### src/rtl/fetch_stage_if.sv
// Instruction-memory bus between the fetch stage and the ROM.
// The ROM answers combinationally within the same cycle.
interface fetch_stage_if #(
  parameter int unsigned A_WIDTH = 32
);
  logic [A_WIDTH-1:0] imem_addr_o;
  logic [31:0]        imem_rd_i;

  modport master (
    output imem_addr_o,
    input  imem_rd_i
  );

  modport slave (
    input  imem_addr_o,
    output imem_rd_i
  );
endinterface

### src/rtl/fetch_stage.sv
// RV32I fetch stage: PC register, ROM addressing, IF/ID register.
// Handles stall, redirect, flush, misaligned targets, ROM window.
module fetch_stage #(
  parameter int unsigned        A_WIDTH      = 32,
  parameter logic [A_WIDTH-1:0] RESET_VECTOR = 32'hBFC00000,
  parameter logic [A_WIDTH-1:0] ROM_LAST     = 32'hBFC00FFF,
  parameter logic [31:0]        NOP_INSTR    = 32'h00000013
) (
  input  logic               clk,
  input  logic               rst,
  input  logic               stall_i,
  input  logic               redirect_i,
  input  logic [A_WIDTH-1:0] target_i,
  input  logic               flush_i,
  fetch_stage_if.master      imem,
  output logic [31:0]        instr_d_o,
  output logic [A_WIDTH-1:0] pc_d_o,
  output logic [A_WIDTH-1:0] pc_plus4_d_o,
  output logic               valid_d_o,
  output logic               fetch_fault_o,
  output logic               misalign_o
);

  logic [A_WIDTH-1:0] pc_q;
  logic [A_WIDTH-1:0] pc_plus4;
  logic [A_WIDTH:0]   pc_end;
  logic               in_range;
  logic               bubble;

  assign imem.imem_addr_o = pc_q;
  assign pc_plus4 = pc_q + A_WIDTH'(4);

  // Last byte of the word, one bit wider so it cannot wrap.
  assign pc_end = {1'b0, pc_q} + (A_WIDTH+1)'(3);

  assign in_range = (pc_q >= RESET_VECTOR) &&
                    (pc_end <= {1'b0, ROM_LAST});

  assign bubble = flush_i || redirect_i;

  // PC: redirect beats stall, otherwise step by one word.
  always_ff @(posedge clk) begin
    if (rst)
      pc_q <= RESET_VECTOR;
    else if (redirect_i)
      pc_q <= {target_i[A_WIDTH-1:2], 2'b00};
    else if (!stall_i)
      pc_q <= pc_plus4;
  end

  // IF/ID: bubble on flush/redirect, hold on stall, else capture.
  always_ff @(posedge clk) begin
    if (rst || bubble) begin
      instr_d_o     <= NOP_INSTR;
      pc_d_o        <= '0;
      pc_plus4_d_o  <= '0;
      valid_d_o     <= 1'b0;
      fetch_fault_o <= 1'b0;
    end else if (!stall_i) begin
      pc_d_o        <= pc_q;
      pc_plus4_d_o  <= pc_plus4;
      instr_d_o     <= in_range ? imem.imem_rd_i : NOP_INSTR;
      valid_d_o     <= in_range;
      fetch_fault_o <= !in_range;
    end
  end

  // One-cycle flag for a redirect target with low bits set.
  always_ff @(posedge clk) begin
    if (rst)
      misalign_o <= 1'b0;
    else
      misalign_o <= redirect_i && (target_i[1:0] != 2'b00);
  end

endmodule
### src/flat_wrapper.sv
// flat-port wrapper written by rule: the top's interface ports become plain ports
module fetch_stage_flat 
#(
  parameter int unsigned        A_WIDTH      = 32,
  parameter logic [A_WIDTH-1:0] RESET_VECTOR = 32'hBFC00000,
  parameter logic [A_WIDTH-1:0] ROM_LAST     = 32'hBFC00FFF,
  parameter logic [31:0]        NOP_INSTR    = 32'h00000013
)
  (clk, rst, stall_i, redirect_i, target_i, flush_i, instr_d_o, pc_d_o, pc_plus4_d_o, valid_d_o, fetch_fault_o, misalign_o, imem_imem_addr_o, imem_imem_rd_i);
  fetch_stage_if #(.A_WIDTH(A_WIDTH)) imem_i ();
  input  logic clk;
  input  logic rst;
  input  logic stall_i;
  input  logic redirect_i;
  input  logic [A_WIDTH-1:0] target_i;
  input  logic flush_i;
  output logic [31:0] instr_d_o;
  output logic [A_WIDTH-1:0] pc_d_o;
  output logic [A_WIDTH-1:0] pc_plus4_d_o;
  output logic valid_d_o;
  output logic fetch_fault_o;
  output logic misalign_o;
  output wire logic [$bits(imem_i.imem_addr_o)-1:0] imem_imem_addr_o;
  input wire logic [$bits(imem_i.imem_rd_i)-1:0] imem_imem_rd_i;
  assign imem_imem_addr_o = imem_i.imem_addr_o;
  assign imem_i.imem_rd_i = imem_imem_rd_i;
  fetch_stage #(.A_WIDTH(A_WIDTH), .RESET_VECTOR(RESET_VECTOR), .ROM_LAST(ROM_LAST), .NOP_INSTR(NOP_INSTR)) u_core (.clk(clk), .rst(rst), .stall_i(stall_i), .redirect_i(redirect_i), .target_i(target_i), .flush_i(flush_i), .imem(imem_i), .instr_d_o(instr_d_o), .pc_d_o(pc_d_o), .pc_plus4_d_o(pc_plus4_d_o), .valid_d_o(valid_d_o), .fetch_fault_o(fetch_fault_o), .misalign_o(misalign_o));
endmodule
### config.mk
export PLATFORM = sky130hd
export DESIGN_NAME = fetch_stage_flat
export DESIGN_NICKNAME = d
export VERILOG_FILES = /design/src/rtl/fetch_stage_if.sv /design/src/rtl/fetch_stage.sv /design/src/flat_wrapper.sv
export SDC_FILE = /design/constraint.sdc
export NUM_CORES = 1
export LEC_CHECK = 0
export ABC_AREA = 0
export CORE_MARGIN = 2
export CORE_UTILIZATION = 40
export CTS_CLUSTER_SIZE = 25
export DETAILED_ROUTE_END_ITERATION = 7
export GPL_ROUTABILITY_DRIVEN = 0
export PLACE_DENSITY = 0.76
export SYNTH_ARGS = -nofsm -noshare
export SYNTH_HDL_FRONTEND = slang
export SYNTH_SLANG_ARGS = --single-unit
### constraint.sdc
create_clock -name clk -period 1.8 [get_ports clk]
set_input_delay 0.36 -clock clk [delete_from_list [all_inputs] [get_ports clk]]
set_output_delay 0.36 -clock clk [all_outputs]
set_load 0.02 [all_outputs]
## After elaboration in Yosys (flattened, before gate mapping)

Index checks and enable logic that the tools add are counted.

| storage, ports and cells | value |
|---|---|
| bits of input ports | 69 |
| register bits | 131 |
| word-level logic and storage cells | 23 |

| operators by class | value |
|---|---|
| mux-type cells | 3 |
| equality and inequality tests | 1 |
| $add $sub $neg | 2 |
| reductions and logical operators | 7 |
| order comparisons | 2 |

Operators by type and width:

| operator | number |
|---|---|
| $mux W32 | 3 |
| $add A32 B2 Y33 const B | 1 |
| $le A33 B32 Y1 const B | 1 |
| $add A32 B3 Y32 const B | 1 |
| $ge A32 B32 Y1 const B | 1 |
| $logic_and A1 B1 Y1 | 2 |
| $logic_or A1 B1 Y1 | 2 |
| $ne A2 B1 Y1 const B | 1 |
| $reduce_bool A2 Y1 | 1 |
| $reduce_or A2 Y1 | 1 |
| $logic_not A1 Y1 | 1 |

## Logic depth before layout (Yosys ltp)

| depth | value |
|---|---|
| word-level depth | 4 |
| gate-level depth with buffers | 9 |

## Least setup slack after synthesis

No wires, ideal clock.

| path | value |
|---|---|
| path kind | register -> register |
| from | register u_core.pc_q[3], in the netlist u_core.imem.imem_addr_o[3] |
| to | register u_core.instr_d_o[0] |
| library setup time | 0.116 ns |
| data required time | 1.684 ns |
| cell stages (with the launch flop) | 10 |
| setup slack | -0.392 ns |
| arrival | 2.075 ns |
| period minus slack after synthesis | 2.192 ns |
| path buffers | 3 |
| cell sequence | dfxtp_1 -> ha_1 -> clkbuf_1 -> and3_1 -> nand3_1 -> a211oi_1 -> and3b_1 -> buf_4 -> buf_6 -> a21oi_1 |

| on the way | value |
|---|---|
| longest elaborated chain between the ends | 4 |
| elaborated cells between the ends (all ways) | 5 |

Ends and longest elaborated chain:

| item | line | source |
|---|---|---|
| from (decl) | fetch_stage.sv:24 | `logic [A_WIDTH-1:0] pc_q;` |
| from (signal assigned) | fetch_stage.sv:46 | `pc_q <= {target_i[A_WIDTH-1:2], 2'b00};` |
| from (signal assigned) | fetch_stage.sv:48 | `pc_q <= pc_plus4;` |
| $add A32 B2 Y33 | fetch_stage.sv:34 | `assign pc_end = {1'b0, pc_q} + (A_WIDTH+1)'(3);` |
| $le A33 B32 Y1 | fetch_stage.sv:37 | `(pc_end <= {1'b0, ROM_LAST});` |
| $logic_and A1 B1 Y1 * | fetch_stage.sv:36 | `assign in_range = (pc_q >= RESET_VECTOR) &&` |
| $mux W32 * | fetch_stage.sv:62 | `instr_d_o <= in_range ? imem.imem_rd_i : NOP_INSTR;` |
| to (signal assigned) | fetch_stage.sv:62 |  |
| to (decl) | fetch_stage.sv:16 | `output logic [31:0] instr_d_o,` |

Mark *: on every way between the ends. The rest lies on a longest branch, timed or not.
A chain may end at the register's enable or synchronous reset.

## Worst setup path in the final report

| path | value |
|---|---|
| from | register u_core.pc_q[14], in the netlist u_core.imem.imem_addr_o[14] |
| to | register u_core.instr_d_o[11] |

The elaborated chain is that of the path after synthesis.

==> impl_metrics.tcl <==
set metrics [dict create \
    ctsLongestPathBuffers 2 \
    routedWlPerCell_um 17.77 \
    clockRootBuffer "clkbuf_16" \
    antenna_found_initial 0 \
    finalWirelength_um 18730 \
    cts-buffers-inserted 17 \
    p_per_area_mw_per_mm2 806.7 \
    fin_skew_ns 0.01727 \
    ys_seq_area_share_pct 45.57 \
    die_x_um 121.2 \
    layout.nets 936 \
    cts_tree "yes" \
    ys_ff_latch 125 \
    initial_core_util_pct 41.14 \
    insertion_delay_ns 0.42 \
    violations "negative setup slack" \
    multi_input_area_mm2 0.002831 \
    io_buffers 193 \
    io_pins 200 \
    row_count 42 \
    slew_viol_final 0 \
    hold_buffers 0 \
    cap_violations 0 \
    dr.pass1.iters 5 \
    synthFlopType "dfxtp_1" \
    drive_gt1_share_pct 21.18 \
    dieHeight_um 121.2 \
    post-route-cell-area_mm2 0.008852 \
    cts.clk_slew.worst_paths_ns 0.05 \
    grt_pass1_vias 5423 \
    hold_viol_final 0 \
    drt.antenna.violating_nets 0 \
    fill_cells 1038 \
    drtIter0Drc 432 \
    crit_type "reg2reg" \
    placed_area_mm2 0.008137 \
    vias_per_cell 5.312 \
    ys_warn_count 0 \
    grt_usage_pct 24.84 \
    status "complete, but fails checks" \
    worstHoldPathType "reg2reg" \
    fmax_mhz 525.1 \
    rsz0062_at_grt "yes" \
    n_antenna_cell 0 \
    post-route-min-period_ns 1.905 \
    period_share_pct 105.8 \
    syn_inst 615 \
    grt_overflow 0 \
    coreArea_mm2 0.01335 \
    detailedPlace.worstSlack_ns -0.1804 \
    crit_required_ns 2.15 \
    async_reset_ff_share_pct 0 \
    peakVddDrop_mv 0.6150 \
    p_leak_nw 3.564 \
    cp-end-kind "flip-flop" \
    drc_errors 0 \
    cp_data_arrival_time_ns 2.26 \
    hold_ws_ns 0.4681 \
    syn_area_mm2 0.005492 \
    postLayoutSetupSlackWorst_ns -0.1046 \
    cts.htree.levels 4 \
    syn2layout_area_growth_pct 61.20 \
    vias 5599 \
    dieArea_mm2 0.01468 \
    crit_path_max_fanout 16 \
    synth_edf_count 0 \
    setup_viol 34 \
    avgSynthCellArea_um2 8.929 \
    ff_latch_area_mm2 0.002559 \
    grt_max_degree 39 \
    crit_path_start_kind "flip-flop" \
    yosysUniqueCellTypes 48 \
    cts.sinks 125 \
    grt_first_pass_wirelength_um 28290 \
    post-dp-hpwl_um 13380 \
]
[power by group]
group	switching, mW	total [mW]	internal [mW]	leakage [nW]
clock network	1.16	3.26	2.09	0.282
registers	0.0692	2.91	2.84	1.03
logic	0.506	0.974	0.468	2.26
total	1.74	7.14	5.40	3.56
[layout make-up]
| type | instances | area share, % |
|---|---|---|
| flip-flops and latches | 125 | 28.90 |
| clock inverters | 8 | 1.018 |
| repair buffers | 286 | 29.89 |
| inverters | 9 | 0.3816 |
| well taps | 176 | 2.488 |
| multi-input cells | 426 | 31.99 |
| clock buffers | 24 | 5.329 |
[repair_timing]
action,CTS,global route
cloned,0,1
buffers inserted,0,2
endpoints found under the setup margin,71,47
gates resized for setup,47,17
pin swaps,5,10
[path summary, 6_finish.rpt]
kind / slack [ns] / start / depth (start not counted) / to
max: -0.10 / u_core.imem.imem_addr_o[14] / 6 / u_core.instr_d_o[11]
min: 0.47 / u_core.pc_plus4_d_o[4] / 2 / u_core.pc_plus4_d_o[4]
max reg2reg: -0.10 / u_core.imem.imem_addr_o[14] / 6 / u_core.instr_d_o[11]
min reg2reg: 0.47 / u_core.pc_plus4_d_o[4] / 2 / u_core.pc_plus4_d_o[4]
[cell usage after synthesis, types with 6 or more instances]
cell type,instances,share of area (%)
a211oi_1,15,2.1
a21oi_1,46,4.2
a22o_1,29,4.6
and3_1,8,0.91
buf_2,11,1.0
buf_4,9,1.2
buf_6,6,1.2
clkbuf_1,27,1.8
dfxtp_1,125,46
inv_1,9,0.62
mux2i_1,31,5.7
nand2_1,34,2.3
nand3_1,21,1.9
nand4_1,11,1.3
nor2_1,83,5.7
nor3_1,12,1.1
nor4_1,11,1.3
o21ai_0,29,2.6
or3_1,6,0.68
xnor2_1,17,2.7
xor2_1,27,4.3
[per-layer routing]
layer / GRT usage [%] / vias to the layer above / wire [um]
met1: 29.10 / 2657 / 7726
met2: 41.64 / 279 / 9040
met5: 0 / - / 0
met4: 8.405 / 0 / 262
li1: - / 2640 / -
met3: 9.492 / 23 / 1698
[state kept, by name (all words and copies together), names as in the netlist]
signal                   count
u_core.pc_d_o               30
u_core.imem.imem_addr_o     30
u_core.valid_d_o             1
u_core.instr_d_o            32
u_core.pc_plus4_d_o         30
u_core.fetch_fault_o         1
u_core.misalign_o            1
[layout by cell type (no fill, tap or decap), drive strengths merged, types with 5 or more instances in the layout]
| master | count |
|---|---|
| xor2 | 27 |
| inv | 9 |
| nor2 | 83 |
| nand2b | 5 |
| a21oi | 46 |
| nor3 | 12 |
| clkinv | 6 |
| xnor2 | 17 |
| and3 | 9 |
| or3 | 8 |
| o21ai | 29 |
| dfxtp | 125 |
| nand4 | 12 |
| clkdlybuf4s50 | 159 |
| mux2i | 31 |
| dlygate4sd2 | 32 |
| conb | 6 |
| nand2 | 34 |
| a211oi | 15 |
| buf | 93 |
| clkbuf | 25 |
| a22o | 29 |
| nand3 | 23 |
| nor4 | 12 |
[cell families (layout without fill, tap and decap cells)]
kind of cell | count (synthesis) | in the layout | share of synthesized area [%]
mux | 31 | 31 | 5.651
simple gates | 212 | 212 | 19.05
other cells | 1 | 6 | 0.06829
compound gates | 131 | 131 | 15.24
fa+ha+maj | 2 | 2 | 0.4556
xor+xnor | 44 | 44 | 7.018
flops | 125 | 125 | 45.57
buf+inv | 69 | 327 | 6.949
[stage by stage]
step                      util [%]  power (mW)  std cells  setup TNS [ns]
after floorplan                  -       3.443        620          -4.642
final                        66.32       7.141       1054          -2.705
after global placement       60.96       3.916       1019          -3.017
after CTS                    65.36       7.165       1051          -1.677
after global routing         66.32       7.378       1054          -5.971
after detailed placement     60.96       3.934       1019          -5.223
[worst max-delay path, stage by stage, from the launching register on]
cell	delay, ns
dfxtp_4	0.36
or4_4	0.55
nor4_4	0.17
nand2_1	0.11
and3b_2	0.32
clkbuf_16	0.20
a22o_1	0.13
Note: power is estimated with default switching activity, not from simulation.
